===== src/rtl/vga_scan_controller.sv =====
// ----------------------------------------------------------------------------
// vga_scan_controller
//
// Raster scan controller for the VGA output path. It generates the horizontal
// and vertical timing and requests each active pixel from an upstream source.
// The returned colour is aligned with hsync, vsync and blanking, so all of
// them leave the block two clocks after the counter state that produced them.
//
// Ports
//   clk           pixel clock (single clock domain)
//   rst_n         asynchronous active-low reset
//   enable        run request; a deassert takes effect at the end of a frame
//   clr_underflow one-cycle pulse that clears the sticky underflow flag
//   pix_req       request for pixel (pix_x, pix_y); x/y are 0 when idle
//   pix_x, pix_y  requested column / row
//   pix_valid     source data valid, sampled one cycle after pix_req
//   pix_r/g/b     source colour
//   reg_r/g/b     registered colour to the pin stage
//   hsync, vsync  sync pulses at SYNC_POL level
//   blank_n       high while the output pixel is in the active area
//   frame_start   one-cycle pulse at counter position (0,0) while running
//   underflow     sticky flag: an active pixel arrived without pix_valid
// ----------------------------------------------------------------------------
module vga_scan_controller #(
   parameter int          H_ACTIVE = 640,
   parameter int          H_FP     = 16,
   parameter int          H_SYNC   = 96,
   parameter int          H_BP     = 48,
   parameter int          V_ACTIVE = 480,
   parameter int          V_FP     = 10,
   parameter int          V_SYNC   = 2,
   parameter int          V_BP     = 33,
   parameter logic        SYNC_POL = 1'b0,
   parameter logic [23:0] FILL_RGB = 24'h000000,
   parameter int          CNT_W    = 11
) (
   input  logic             clk,
   input  logic             rst_n,
   input  logic             enable,
   input  logic             clr_underflow,
   output logic             pix_req,
   output logic [CNT_W-1:0] pix_x,
   output logic [CNT_W-1:0] pix_y,
   input  logic             pix_valid,
   input  logic [7:0]       pix_r,
   input  logic [7:0]       pix_g,
   input  logic [7:0]       pix_b,
   output logic [7:0]       reg_r,
   output logic [7:0]       reg_g,
   output logic [7:0]       reg_b,
   output logic             hsync,
   output logic             vsync,
   output logic             blank_n,
   output logic             frame_start,
   output logic             underflow
);

   localparam int H_TOTAL = H_ACTIVE + H_FP + H_SYNC + H_BP;
   localparam int V_TOTAL = V_ACTIVE + V_FP + V_SYNC + V_BP;

   localparam logic [CNT_W-1:0] H_LAST     = CNT_W'(H_TOTAL - 1);
   localparam logic [CNT_W-1:0] V_LAST     = CNT_W'(V_TOTAL - 1);
   localparam logic [CNT_W-1:0] H_ACT_END  = CNT_W'(H_ACTIVE);
   localparam logic [CNT_W-1:0] V_ACT_END  = CNT_W'(V_ACTIVE);
   localparam logic [CNT_W-1:0] HS_FIRST   = CNT_W'(H_ACTIVE + H_FP);
   localparam logic [CNT_W-1:0] HS_LAST    = CNT_W'(H_ACTIVE + H_FP + H_SYNC - 1);
   localparam logic [CNT_W-1:0] VS_FIRST   = CNT_W'(V_ACTIVE + V_FP);
   localparam logic [CNT_W-1:0] VS_LAST    = CNT_W'(V_ACTIVE + V_FP + V_SYNC - 1);

   typedef enum logic {IDLE = 1'b0, RUN = 1'b1} state_t;

   state_t           state;
   logic [CNT_W-1:0] h_cnt;
   logic [CNT_W-1:0] v_cnt;

   logic running;
   logic active_p0;
   logic hs_p0;
   logic vs_p0;

   logic act_p1;
   logic hs_p1;
   logic vs_p1;

   // Run state and raster counters. Leaving RUN only happens on the last
   // pixel of a frame, so a mid-frame deassert always completes the frame.
   always_ff @(posedge clk or negedge rst_n) begin
      if (!rst_n) begin
         state <= IDLE;
         h_cnt <= '0;
         v_cnt <= '0;
      end else begin
         case (state)
            IDLE: begin
               h_cnt <= '0;
               v_cnt <= '0;
               if (enable) state <= RUN;
            end
            RUN: begin
               if (h_cnt == H_LAST) begin
                  h_cnt <= '0;
                  if (v_cnt == V_LAST) begin
                     v_cnt <= '0;
                     if (!enable) state <= IDLE;
                  end else begin
                     v_cnt <= v_cnt + 1'b1;
                  end
               end else begin
                  h_cnt <= h_cnt + 1'b1;
               end
            end
            default: state <= IDLE;
         endcase
      end
   end

   // Stage 0: decode the current counter position
   assign running   = (state == RUN);
   assign active_p0 = running && (h_cnt < H_ACT_END) && (v_cnt < V_ACT_END);
   assign hs_p0     = running && (h_cnt >= HS_FIRST) && (h_cnt <= HS_LAST);
   // vsync spans whole lines, so it depends on v_cnt only
   assign vs_p0     = running && (v_cnt >= VS_FIRST) && (v_cnt <= VS_LAST);

   assign pix_req     = active_p0;
   assign pix_x       = active_p0 ? h_cnt : '0;
   assign pix_y       = active_p0 ? v_cnt : '0;
   assign frame_start = running && (h_cnt == '0) && (v_cnt == '0);

   // Stage 1: carry timing terms while the source returns the pixel
   always_ff @(posedge clk or negedge rst_n) begin
      if (!rst_n) begin
         act_p1 <= 1'b0;
         hs_p1  <= 1'b0;
         vs_p1  <= 1'b0;
      end else begin
         act_p1 <= active_p0;
         hs_p1  <= hs_p0;
         vs_p1  <= vs_p0;
      end
   end

   // Output stage: colour, syncs and blanking all registered together
   always_ff @(posedge clk or negedge rst_n) begin
      if (!rst_n) begin
         blank_n   <= 1'b0;
         reg_r     <= 8'h00;
         reg_g     <= 8'h00;
         reg_b     <= 8'h00;
         hsync     <= ~SYNC_POL;
         vsync     <= ~SYNC_POL;
         underflow <= 1'b0;
      end else begin
         blank_n <= act_p1;
         hsync   <= hs_p1 ? SYNC_POL : ~SYNC_POL;
         vsync   <= vs_p1 ? SYNC_POL : ~SYNC_POL;
         if (act_p1 && pix_valid) begin
            reg_r <= pix_r;
            reg_g <= pix_g;
            reg_b <= pix_b;
         end else if (act_p1) begin
            reg_r <= FILL_RGB[23:16];
            reg_g <= FILL_RGB[15:8];
            reg_b <= FILL_RGB[7:0];
         end else begin
            reg_r <= 8'h00;
            reg_g <= 8'h00;
            reg_b <= 8'h00;
         end
         // a missing pixel outranks a simultaneous clear
         if (act_p1 && !pix_valid) underflow <= 1'b1;
         else if (clr_underflow)   underflow <= 1'b0;
      end
   end

endmodule


===== config.mk =====
export PLATFORM = sky130hd
export DESIGN_NAME = vga_scan_controller
export DESIGN_NICKNAME = d
export VERILOG_FILES = /design/src/rtl/vga_scan_controller.sv
export SDC_FILE = /design/constraint.sdc
export NUM_CORES = 1
export LEC_CHECK = 0
export CORE_MARGIN = 1
export CORE_UTILIZATION = 45
export CTS_CLUSTER_DIAMETER = 200
export CTS_CLUSTER_SIZE = 40
export DETAILED_ROUTE_END_ITERATION = 6
export PLACE_DENSITY_LB_ADDON = 0.05
export RECOVER_POWER = 50
export SLEW_MARGIN = 15
export SYNTH_ARGS = -nofsm -noshare
export SYNTH_HDL_FRONTEND = slang
export SYNTH_SLANG_ARGS = --single-unit

===== constraint.sdc =====
create_clock -name clk -period 5.22 [get_ports clk]
set_clock_uncertainty 0.2 [all_clocks]
set_input_delay 1.566 -clock clk [delete_from_list [all_inputs] [get_ports clk]]
set_output_delay 1.566 -clock clk [all_outputs]
set_load 0.02 [all_outputs]

* Word-level counts from Yosys, hierarchy flattened *
Cells that the tools add are included.

storage, ports and cells
  bits in latches = 0
  memories = 0
  flip-flop bits (word level) = 54
  logic and storage cells = 57
  input bits = 29
  ROM bits = 0
  memory bits (writable) = 0

operators by class
  shifts and indexed selects = 0
  reductions and logical operators = 14
  eq/ne operators = 3
  muxes and demuxes = 18
  div/mod/pow operators = 0
  bitwise logic cells = 1
  multiply operators = 0
  $add $sub $neg = 2
  magnitude comparators = 6

operator list
  cell                                                                            count
  11-bit 2-to-1 mux                                                               5
  11-bit one-hot mux with 2 select lines                                          2
  8-bit 2-to-1 mux                                                                3
  11-bit by 1-bit adder with 11-bit output, second input constant                 2
  11-bit by 10-bit equality test with 1-bit output, second input constant         2
  11-bit logical NOT                                                              2
  11-bit by 10-bit >= comparator with 1-bit output, second input constant         1
  11-bit by 9-bit >= comparator with 1-bit output, second input constant          1
  11-bit by 10-bit <= comparator with 1-bit output, second input constant         1
  11-bit by 9-bit <= comparator with 1-bit output, second input constant          1
  11-bit by 10-bit less-than comparator with 1-bit output, second input constant  1
  11-bit by 9-bit less-than comparator with 1-bit output, second input constant   1
  1-bit logical AND                                                               10
  1-bit 2-to-1 mux                                                                7
  2-bit by 1-bit inequality test with 1-bit output, second input constant         1
  1-bit one-hot mux with 2 select lines                                           1
  2-bit nonzero test                                                              1
  1-bit logical NOT                                                               1
  1-bit inverter                                                                  1

* Longest topological paths before layout *
Gate-level depths: netlist of the first run.

  depth in word-level cells = 4
  mapped depth = 6
  depth with buffers taken out = 5

* Worst setup path after synthesis of the first run *
Ideal clock, no wire load.

  kind = register to output
  start = register h_cnt[0]
  end = output port frame_start
  stages on the path, launching flop included = 5
  arrival = 1.850 ns
  required time = 3.454 ns
  path slack = 1.604 ns
  cell sequence = dfrtp_1 -> inv_1 -> ha_1 -> or4b_2 -> nor4_1

on the way
  word-level cells in the longest chain between the ends = 3

RTL lines
  what                            line  source
  start: declaration              73    logic [CNT_W-1:0] h_cnt;
  start signal: assignment        109   h_cnt <= h_cnt + 1'b1;
  11-bit logical NOT              127   assign frame_start = running && (h_cnt == '0) && (v_cnt == '0);
  1-bit logical AND (2 in a row)  127
  end: declaration                54    output logic frame_start,

No other way between the ends.

* Final worst setup path of the first run *
Ends and elaborated chain as after synthesis.

==> flow_summary.toml, run 1 <==
[run_status]
outcome = "finished, violations left"
violations = "capacitance limit, slew limit"

[timing]
rsz0062_at_grt = "false"
worst_pin_slew_ns = 1.80
timing.setup.tns_ns = 0
finalCritPeriodShare_pct = 82.5
final_hold_viol_count = 0
whs_ns = 0.158
finalSetupViolations = 0
fmax_ghz = 0.232
drv_slew = 35
period_needed_ns = 4.31
worst_slew_margin_rel_pct = -20.0

[synth]
synth_ff_type = "dfrtp_1"
synth.avg_cell_area_um2 = 10.5
synth_largest_area_cell = "dfrtp_1"
synth_area_leaders = "dfrtp_1 52%, and3_1 6.0%, and2_1 5.0%"
yosysWarnings = 0
synth.mux.area_fraction_pct = 0.452
synth_seq_area_share_pct = 54.3
yosys.area_share.xor_xnor_pct = 3.51
synthArstFlopShare_pct = 100
yosysMostFrequentCell = "dfrtp_1"
synth-simple-area-share_pct = 26.6
synth_edf_count = 0
synth_top_family_by_area = "simple AND/OR/NAND/NOR gates"
synth.cell_area_um2 = 2490
synth-compound-area-share_pct = 7.43
syn-instance-count = 238
synth_fa_ha_area_share_pct = 2.01
synth-seq-cells = 54
synth.top_cell.area_share_pct = 52.2
synth_common_cells = "52 x dfrtp_1, 24 x and3_1, 20 x and2_1"
yosysUniqueCellTypes = 43

[placement]
placed_area_um2 = 3280
place_inst = 372
dp_hpwl_um = 3920
io_buffers = 77
gp_congestion = 0.824

[routing]
dr_wl_met3_um = 340
drt-initial-drc-count = 106
routed_wl_um = 5530
antenna_left = 0
route.detailed.drc = 0
wl_met1_um = 2670
drt-wirelength-per-cell_um = 14.6
dr.pass1.iters = 4
topRoutingLayerUsed = "met4"
vias = 2014
wl_met2_um = 2470
vias_per_cell = 5.30

[finish]
post-route-util_pct = 64.0
fill_cells = 440
nets = 342
drive_above_1_share_pct = 4.52
n_antenna_cell = 0
postLayoutCellArea_um2 = 3350
final_cells = 380
areaGrowthSynthToFinish_pct = 34.4

[min_path]
hold_class = "reg -> reg"
min_path_cells = 1

[clocking]
htreeDepth = 2
ctsResizeCount = 0
cts_buffer_depth = 2
cts_tree = "done"
clock-sinks = 54
cts_setup_buffers = 0
hold_buffers = 0
cts_buffers = 5
clock_latency_ns = 0.30
clk_pin_slew_ns = 0.09
root_buffer = "clkbuf_8"

[global_route]
grt_pass1_vias = 1909
grt_max_degree = 35
antenna_found_initial = 0
grt_first_pass_wirelength_um = 9450
overflow = 0
grtUsageTotal_pct = 20.2

[critical_path]
cp.required_ns = 3.45
ff2ff_path_depth = 4
cp.arrival_ns = 2.54
cp_max_fo = 6
start_kind = "flip-flop"
endpoint_kind = "output pin"
crit_type = "reg -> out"

[job]
cap_violations = 1

[die]
start_util_pct = 47.6
io_pins = 81
die_area_um2 = 5840
core_um2 = 5240
row_count = 26
fp.dieH_um = 76.4
die_x_um = 76.4

[power]
leakage_uw = 0.00148
power.density_nw_per_um2 = 219
ir_drop_mv = 0.109
[placed cells by master, fill, tap and decap left out, types with 3 or more instances in the layout]
master,n
a21oi_1,3
and2_1,20
and3_1,24
and4_1,4
clkbuf_1,4
clkbuf_8,5
clkdlybuf4s50_1,76
conb_1,3
dfrtp_1,52
ha_1,4
inv_1,13
nand2_1,6
nand3_1,9
nand4_1,8
nor2_1,16
nor3_1,4
nor4_1,5
o211ai_1,3
o21ai_0,5
o31ai_1,5
or2_2,3
or3_1,5
xor2_1,8
[stage by stage]
step                total power [uW]  setup WS, ns
global placement                 512          1.24
detailed placement               512          1.26
global route                     764         0.753
floorplan                        464          1.60
CTS                              740         0.899
finish                           733         0.914
[path summary, 6_finish.rpt]
check	start	end	slack (ns)
worst max-delay path	h_cnt[0]$_DFF_PN0_	frame_start	0.91
worst min-delay path	vs_p1$_DFF_PN0_	vsync$_DFF_PN1_	0.16
worst max register to register	h_cnt[5]$_DFF_PN0_	running$_DFF_PN0_	2.49
worst min register to register	vs_p1$_DFF_PN0_	vsync$_DFF_PN1_	0.16
max in group asynchronous	rst_n	reg_b[6]$_DFF_PN0_	1.42
min in group asynchronous	rst_n	reg_g[1]$_DFF_PN0_	1.20
[sequential cells by signal, summed over array words and instances, names as in the netlist, 8 cells and up]
name and count:
reg_r 8, v_cnt 11, reg_g 8, h_cnt 11
reg_b 8
[per-layer routing]
| metal | vias up | track usage, % |
|---|---|---|
| li1 | 971 | - |
| met1 | 956 | 29.7 |
| met2 | 81 | 30.0 |
| met3 | 6 | 4.19 |
| met4 | 0 | 5.58 |
| met5 | - | 0 |
[kinds of logic (layout without fill, tap and decap cells)]
family	after synthesis	in the layout
and+or+nand+nor	112	112
DFF	54	54
buffers and inverters	30	100
AOI/OAI and AO/OA	26	26
xor gates and xnor gates	10	10
adders and majority gates	4	4
other	1	3
muxes	1	1
[critical path, cell delays in order, from the launching register on]
cell	delay (ns)
dfrtp_1	0.44
inv_1	0.08
ha_1	0.13
or4b_2	0.58
nor4_1	0.33
clkdlybuf4s50_1	0.68
[area by class of cell]
type                            instances  area, um^2  share of cell area [%]
Clock buffer                            6        72.6                    2.17
Clock inverter                          2        15.0                   0.448
Tap cell                               70        87.6                    2.61
Inverter                               13        48.8                    1.46
Timing Repair Buffer                   79         772                    23.0
Multi-Input combinational cell        156        1000                    29.9
Sequential cell                        54        1350                    40.4
[power by group]
group          switching (uW)  internal, uW  leakage, uW  total, uW
combinational            32.9          39.3     0.000757       72.2
sequential               2.48           428     0.000688        430
clock                     135          94.8    0.0000374        230
total                     171           562      0.00148        733
Note: power is estimated with default switching activity, not from simulation.
==> inputs of run 2 (changes only) <==
clock period = 4.2 ns   (was 5.22 ns; I/O delays follow)
==> run 2 against run 1 <==
  * The run now ends clean
  * Count of clock-buffer cells in the layout shrank 1
  * Utilization grew 0.096 points
  * First-iteration DRC count shrank 54%
  * Worst setup slack lost 0.63 ns
  * Hold slack gained 0.0024 ns
  * Sequential power grew 24%
  * Cell count is the same
  * Register-to-register slack lost 1.0 ns
  * Sequential share of layout area shrank 0.060 points
  * Critical path depth is the same
  * Largest cell class unchanged
==> flow_summary.toml, run 2 (synthesis results as in run 1) <==
[clocking]
clock_latency_ns = 0.30
root_buffer = "clkbuf_8"
hold_buffers = 0
cts_buffers = 5
clk_pin_slew_ns = 0.09
htreeDepth = 2
cts_setup_buffers = 0
ctsResizeCount = 0
cts_buffer_depth = 2
cts_tree = "done"
clock-sinks = 54

[global_route]
grt_pass1_vias = 1883
overflow = 0
antenna_found_initial = 0
grt_max_degree = 35
grtUsageTotal_pct = 19.8
grt_first_pass_wirelength_um = 9230

[timing]
finalSetupViolations = 0
drv_slew = 0
rsz0062_at_grt = "false"
final_hold_viol_count = 0
worst_pin_slew_ns = 1.03
finalCritPeriodShare_pct = 93.3
timing.setup.tns_ns = 0
period_needed_ns = 3.92
fmax_ghz = 0.255
worst_slew_margin_rel_pct = 31.6

[finish]
areaGrowthSynthToFinish_pct = 34.6
final_cells = 380
reg.largest.list = "h_cnt: 11 flops, v_cnt: 11 flops"
nets = 343
layout_commonest_cell = "clkdlybuf4s50_1"
drive_above_1_share_pct = 5.16
n_antenna_cell = 0
mostFrequentLayoutCells = "75 x clkdlybuf4s50_1, 52 x dfrtp_1, 24 x and3_1"

[die]
die_area_um2 = 5840
start_util_pct = 47.6
core_um2 = 5240
io_pins = 81
die_x_um = 76.4
fp.dieH_um = 76.4
row_count = 26

[routing]
drt-initial-drc-count = 49
drt-wirelength-per-cell_um = 14.4
vias_per_cell = 5.27
vias = 2001
dr.pass1.iters = 4
antenna_left = 0
routed_wl_um = 5450
route.detailed.drc = 0

[min_path]
min_path_cells = 1
hold_class = "reg -> reg"
min_from = "hs_p1$_DFF_PN0_"
holdPathEnd = "hsync$_DFF_PN1_"

[critical_path]
cp.required_ns = 2.74
cp.arrival_ns = 2.46
reg2reg_from = "h_cnt[5]$_DFF_PN0_"
ff2ff_path_depth = 4
rrSetupSlack_ns = 1.49
crit_type = "reg -> out"
start_kind = "flip-flop"
reg2reg_to = "v_cnt[0]$_DFFE_PN0P_"
endpoint_kind = "output pin"
cp_max_fo = 6

[run_status]
outcome = "finished clean"

[placement]
gp_congestion = 0.826
io_buffers = 77
place_inst = 373
dp_hpwl_um = 3760

[power]
swShare_pct = 22.9
pwr-share-clk_pct = 30.7
power_frac_seq_pct = 59.3
power.density_nw_per_um2 = 269
ir_drop_mv = 0.143
combPwrFrac_pct = 10.0
leakage_uw = 0.00149
switchingPower_uw = 207
p_int_uw = 695

[job]
cap_violations = 0
[run 2: area by class of cell]
class | count | area (um^2)
clock buffer | 5 | 68.8
clock inverter | 2 | 15.0
fill | 452 | 1880
inverter | 13 | 48.8
multi-input combinational | 156 | 1000
sequential | 54 | 1350
tap | 70 | 87.6
timing repair buffer | 80 | 781
[run 2: power by group through the flow]
stage | registers (uW) | clock network (uW) | logic (uW)
2_1_floorplan | 562 | 0 | 14.4
3_3_place_gp | 545 | 0 | 90.6
3_5_place_dp | 545 | 0 | 91.2
4_1_cts | 535 | 287 | 91.9
5_1_grt | 536 | 310 | 97.2
6_report | 535 | 277 | 89.7
[run 2: worst max path at each step]
stage | cells past startpoint | start | to | slack (ns)
finish | 5 | h_cnt[0]$_DFF_PN0_ | frame_start | 0.28
global route | 5 | h_cnt[0]$_DFF_PN0_ | frame_start | 0.08
CTS | 5 | h_cnt[0]$_DFF_PN0_ | frame_start | 0.24
detailed placement | 5 | h_cnt[0]$_DFF_PN0_ | frame_start | 0.61
global placement | 5 | h_cnt[0]$_DFF_PN0_ | frame_start | 0.61
floorplan | 4 | h_cnt[0]$_DFF_PN0_ | frame_start | 0.89
[run 2: worst max-delay path, stage by stage (launching register included)]
cell and delay, ns:
dfrtp_1 0.44, inv_1 0.08, ha_1 0.14, or4b_2 0.58, nor4_1 0.27, clkdlybuf4s50_1 0.66
[run 2: per-stage QoR]
| stage | cell area, um^2 | total power, uW | hold slack, ns | worst slack, ns | utilization [%] |
|---|---|---|---|---|---|
| finish | 3360 | 901 | 0.160 | 0.283 | 64.1 |
| detailed placement | 3290 | 636 | 0.140 | 0.606 | 62.8 |
| CTS | 3370 | 914 | 0.161 | 0.245 | 64.4 |
| floorplan | 2500 | 577 | 0.137 | 0.890 | - |
| global route | 3360 | 943 | 0.172 | 0.0828 | 64.1 |
| global placement | 3290 | 636 | 0.138 | 0.615 | 62.8 |
[run 2: routing by layer]
metal | share of wire [%] | wire [um] | track usage [%]
met1 | 50 | 2740 | 28.5
met2 | 44 | 2400 | 30.5
met3 | 4.8 | 263 | 4.19
met4 | 1.1 | 59 | 5.19
met5 | 0 | 0 | 0
